### config.mk
export PLATFORM = sky130hd
export DESIGN_NAME = irq_controller
export DESIGN_NICKNAME = d
export VERILOG_FILES = /design/src/rtl/irq_pkg.sv /design/src/rtl/irq_prio_enc.sv /design/src/rtl/irq_controller.sv
export SDC_FILE = /design/constraint.sdc
export NUM_CORES = 1
export LEC_CHECK = 0
export CAP_MARGIN = 40
export CORE_MARGIN = 2
export CORE_UTILIZATION = 29
export DETAILED_ROUTE_END_ITERATION = 16
export PLACE_DENSITY = 0.75
export SETUP_SLACK_MARGIN = 0.4
export SLEW_MARGIN = 30
export SYNTH_ARGS = -nofsm -noshare
export SYNTH_HDL_FRONTEND = slang
export SYNTH_HIERARCHICAL = 1
export SYNTH_SLANG_ARGS = --single-unit
### constraint.sdc
create_clock -name clk -period 1.8 [get_ports clk]
set_input_delay 0.36 -clock clk [delete_from_list [all_inputs] [get_ports clk]]
set_output_delay 0.36 -clock clk [all_outputs]
set_load 0.02 [all_outputs]
### src/rtl/irq_pkg.sv
// Shared constants and FSM encoding for the interrupt controller.
package irq_pkg;
  localparam int unsigned N_SRC      = 4;
  localparam logic [31:0] BASE_ADDR  = 32'h4000_0030;
  localparam logic [31:0] OFF_IMASK  = 32'h0;
  localparam logic [31:0] OFF_IPEND  = 32'h4;
  localparam logic [31:0] OFF_ICAUSE = 32'h8;

  typedef enum logic [1:0] {
    ST_IDLE,
    ST_REQ,
    ST_SERVICE
  } state_t;
endpackage

### src/rtl/irq_prio_enc.sv
// Fixed-priority encoder: the lowest set index wins.
module irq_prio_enc #(
  parameter int unsigned N     = 4,
  parameter int unsigned IDX_W = 2
) (
  input  logic [N-1:0]     pend,
  output logic             any,
  output logic [IDX_W-1:0] index
);

  always_comb begin
    any   = 1'b0;
    index = '0;
    for (int unsigned i = 0; i < N; i++) begin
      if (pend[i] && !any) begin
        any   = 1'b1;
        index = IDX_W'(i);
      end
    end
  end

endmodule

### src/rtl/irq_controller.sv
// Memory-mapped interrupt controller: edge-latched pending bits, mask,
// fixed priority, and a single-level request/service handshake with the CPU.
module irq_controller #(
  parameter int unsigned N_SRC     = irq_pkg::N_SRC,
  parameter logic [31:0] BASE_ADDR = irq_pkg::BASE_ADDR
) (
  input  logic             clk,
  input  logic             reset,
  input  logic [N_SRC-1:0] irq_src,
  input  logic             ker,
  input  logic             MemRead,
  input  logic             MemWrite,
  input  logic [31:0]      Address,
  input  logic [31:0]      WriteData,
  output logic [31:0]      ReadData,
  output logic             IRQ
);
  import irq_pkg::*;

  localparam int unsigned IDX_W = (N_SRC > 1) ? $clog2(N_SRC) : 1;

  logic [N_SRC-1:0] imask, ipend, src_q;
  logic [N_SRC-1:0] rise, w1c, svc_clr, masked;
  logic             cause_valid;
  logic [IDX_W-1:0] cause_idx;
  logic             any;
  logic [IDX_W-1:0] win_idx;
  logic             load_cause, drop_valid;
  logic             sel_imask, sel_ipend, sel_icause;
  logic             unused_wdata;
  state_t           state, state_nxt;

  assign sel_imask    = (Address == BASE_ADDR + OFF_IMASK);
  assign sel_ipend    = (Address == BASE_ADDR + OFF_IPEND);
  assign sel_icause   = (Address == BASE_ADDR + OFF_ICAUSE);
  assign unused_wdata = ^WriteData;

  assign rise    = irq_src & ~src_q;
  assign masked  = ipend & imask;
  assign w1c     = (MemWrite && sel_ipend) ? WriteData[N_SRC-1:0] : '0;
  assign svc_clr = load_cause ? (N_SRC'(1) << win_idx) : '0;

  irq_prio_enc #(
    .N     (N_SRC),
    .IDX_W (IDX_W)
  ) u_prio (
    .pend  (masked),
    .any   (any),
    .index (win_idx)
  );

  always_ff @(posedge clk) begin
    if (reset) begin
      state       <= ST_IDLE;
      imask       <= '0;
      ipend       <= '0;
      src_q       <= '0;
      cause_valid <= 1'b0;
      cause_idx   <= '0;
    end else begin
      state <= state_nxt;
      src_q <= irq_src;
      if (MemWrite && sel_imask) imask <= WriteData[N_SRC-1:0];
      // New edges are OR'd in last so they survive a same-cycle clear.
      ipend <= (ipend & ~w1c & ~svc_clr) | rise;
      if (load_cause) begin
        cause_valid <= 1'b1;
        cause_idx   <= win_idx;
      end else if (drop_valid) begin
        cause_valid <= 1'b0;
      end
    end
  end

  always_comb begin
    state_nxt  = state;
    load_cause = 1'b0;
    drop_valid = 1'b0;
    case (state)
      ST_IDLE:    if (any && !ker) state_nxt = ST_REQ;
      ST_REQ: begin
        if (ker && any) begin
          state_nxt  = ST_SERVICE;
          load_cause = 1'b1;
        end else if (!any) begin
          state_nxt = ST_IDLE;
        end
      end
      ST_SERVICE: begin
        if (!ker) begin
          state_nxt  = ST_IDLE;
          drop_valid = 1'b1;
        end
      end
      default:    state_nxt = ST_IDLE;
    endcase
  end

  assign IRQ = (state == ST_REQ);

  always_comb begin
    ReadData = '0;
    if (!reset && MemRead) begin
      if (sel_imask)       ReadData = 32'(imask);
      else if (sel_ipend)  ReadData = 32'(ipend);
      else if (sel_icause) ReadData = {cause_valid, {(31 - IDX_W){1'b0}}, cause_idx};
    end
  end

endmodule

==> results_dict.tcl <==
set metrics [dict create \
    syn_avg_cell_area_um2 8.706 \
    ir_drop_v 0.0002792 \
    num_rows 23 \
    critPathKind "in -> out" \
    drc 0 \
    cts_tree "yes" \
    violations "negative setup slack" \
    grt_pass1_wl_mm 6.341 \
    hold_path.class "reg -> reg" \
    setup_violations 13 \
    first_iter_violations 39 \
    wirelength_mm 4.028 \
    clk_pin_slew_ps 70 \
    fin_crit_sh_pct 118.2 \
    status "finished with violations" \
    diodes 0 \
    power.density_nw_per_um2 433.2 \
    yosysWarningCount 6 \
    pre_cts_ws_ps -1156 \
    routabilityCongestion 0.8052 \
    start_util_pct 30.68 \
    netlist_instances 143 \
    crit_buf_inv 3 \
    nets 300 \
    port_buffers 50 \
    synth_area_um2 1245 \
    cts.sinks 17 \
    clk_latency_ps 250 \
    hpwl_mm 2.481 \
    cts_max_level 1 \
    die_height_um 69.52 \
    synth_edf_count 0 \
    skew_ps 0.8258 \
    num_vias 1301 \
    via_per_inst 4.714 \
    synth-main-ff-cell "dfxtp_1" \
    p_leak_nw 0.9466 \
    pin_count 106 \
    setup_tns_ps -3413 \
    critPathTopFamily "simple AND/OR/NAND/NOR gates" \
    cp_slowest_cell "nor4b_4" \
    numCtsBuffers 3 \
    hold_viol 0 \
    wl_per_cell_um 14.59 \
    async_reset_ff_share_pct 0 \
    cp.required_ps 1440 \
    grt_use_total_pct 16.13 \
    synth.yosys.seq_area_share_pct 27.34 \
    die_x_um 69.52 \
    grt_pass1_vias 1352 \
    synth_top_area_share_pct 27.34 \
    grt_overflow 0 \
    end_kind "output port" \
    min_period_ps 2127 \
    yosysMostFrequentCell "buf_4" \
    cts_hold_buf 0 \
    critPathMaxStageDelay_ps 340 \
    ys_top_cells_by_area "dfxtp_1 (27%), buf_4 (16%), nor4b_4 (7.6%)" \
    die_area_um2 4833 \
    antenna_found_initial 0 \
    ys_seq_elements 17 \
    core_um2 4058 \
    grt_max_degree 14 \
    firstDrtPassIters 4 \
    ctsLongestPathBuffers 2 \
    path_max_fanout 3 \
    yosysTopAreaCell "dfxtp_1" \
    syn2layout_area_growth_pct 73.27 \
    max_freq_ghz 0.4701 \
    finalPower_w 0.0009344 \
    drtAntennaViolNets 0 \
    worstPathArrival_ps 1770 \
    setup_ws_ps -327.4 \
    drv_slew 0 \
    path_cells "buf_2, nor4_4, nand4_1, nor4b_4, buf_4, nor3b_4, buf_6" \
    synthTopCellsByCount "buf_4 (27), dfxtp_1 (17), nand2_1 (12)" \
    synth.distinct_cells 35 \
    grt_setup_unrepaired "true" \
    cts_root_buf "clkbuf_8" \
    cap_violations 0 \
    startpoint_type "input port" \
    drive_gt1_share_pct 42.92 \
]
==> final timing paths <==
path                     from           to  slack, ps  cells after the start
setup / recovery  Address[26]  ReadData[2]       -330                      7
hold / removal       src_q[2]     ipend[2]        460                      2
setup reg to reg     imask[3]     ipend[2]        200                      6
hold reg to reg      src_q[2]     ipend[2]        460                      2
==> sequential cells by signal (all words and copies together) (netlist names) <==
name and count:
imask 4, state 2, src_q 4, ipend 4
cause_valid 1, cause_idx 2
==> logic make-up (layout without fill, tap and decap cells) <==
kind of cell           count (synthesis)  after routing  synth area share (%)
buffers and inverters                 37             94                 19.40
other                                  1             27                0.3012
flip-flops                            17             17                 27.34
AND/OR/NAND/NOR                       59             59                 35.68
multiplexers                           5              5                 4.020
AO/OA/AOI/OAI                         24             24                 13.27
==> layout by cell type, fill, tap and decap left out, types with 4 or more instances in the layout <==
master / n
clkdlybuf4s50_1: 13
conb_1: 27
clkdlybuf4s15_1: 5
dfxtp_1: 15
nor4b_4: 4
mux2i_1: 5
buf_4: 22
nor4_4: 4
nand4_1: 6
nor2b_1: 6
a21oi_2: 4
and2_1: 4
inv_1: 8
buf_2: 14
nand2_1: 11
o31ai_4: 4
buf_6: 23
o2bb2ai_1: 4
==> where the power goes <==
part           switching [W]  internal (W)  leakage (nW)
clock network       0.000134      0.000154        0.0255
registers         0.00000985      0.000390         0.140
logic               0.000129      0.000118         0.781
total               0.000273      0.000662         0.947
==> layout make-up <==
type | count | area (um^2)
Fill cell | 355 | 1901
Multi-Input combinational cell | 115 | 952.2
Timing Repair Buffer | 82 | 723.2
Sequential cell | 17 | 342.8
Tap cell | 50 | 62.56
Clock buffer | 3 | 41.29
Inverter | 8 | 30.03
Clock inverter | 1 | 5.005
==> metrics by stage <==
| step | area (um^2) | cells | hold WS, ps | utilization (%) |
|---|---|---|---|---|
| global placement | 1846 | 250 | 438.5 | 45.48 |
| detailed placement | 1846 | 250 | 447.2 | 45.48 |
| global route | 2157 | 276 | 475.4 | 53.16 |
| CTS | 2101 | 276 | 462.5 | 51.77 |
| floorplan | 1419 | 169 | 436.4 | - |
| finish | 2157 | 276 | 459.8 | 53.16 |
==> layer usage <==
| layer | track usage (%) | vias to the layer above | routed length, um |
|---|---|---|---|
| met2 | 30.13 | 53 | 2183 |
| met3 | 4.506 | 11 | 288 |
| li1 | - | 625 | - |
| met1 | 17.15 | 612 | 1461 |
| met5 | 0 | - | 0 |
| met4 | 5.664 | 0 | 95 |
==> worst register-to-register path, stage by stage (launching register included) <==
cell,delay (ps)
dfxtp_1,400
and2_1,180
nor2_1,80
nor3_1,230
inv_1,100
o311ai_0,380
o2bb2ai_1,110
==> repair_timing <==
action,CTS,global route
setup buffers,22,0
pin swaps,22,5
endpoints found under the setup margin,14,15
resized for setup,165,13
hold endpoints to repair,0,0
cloned,0,0
Note: power is estimated with default switching activity, not from simulation.
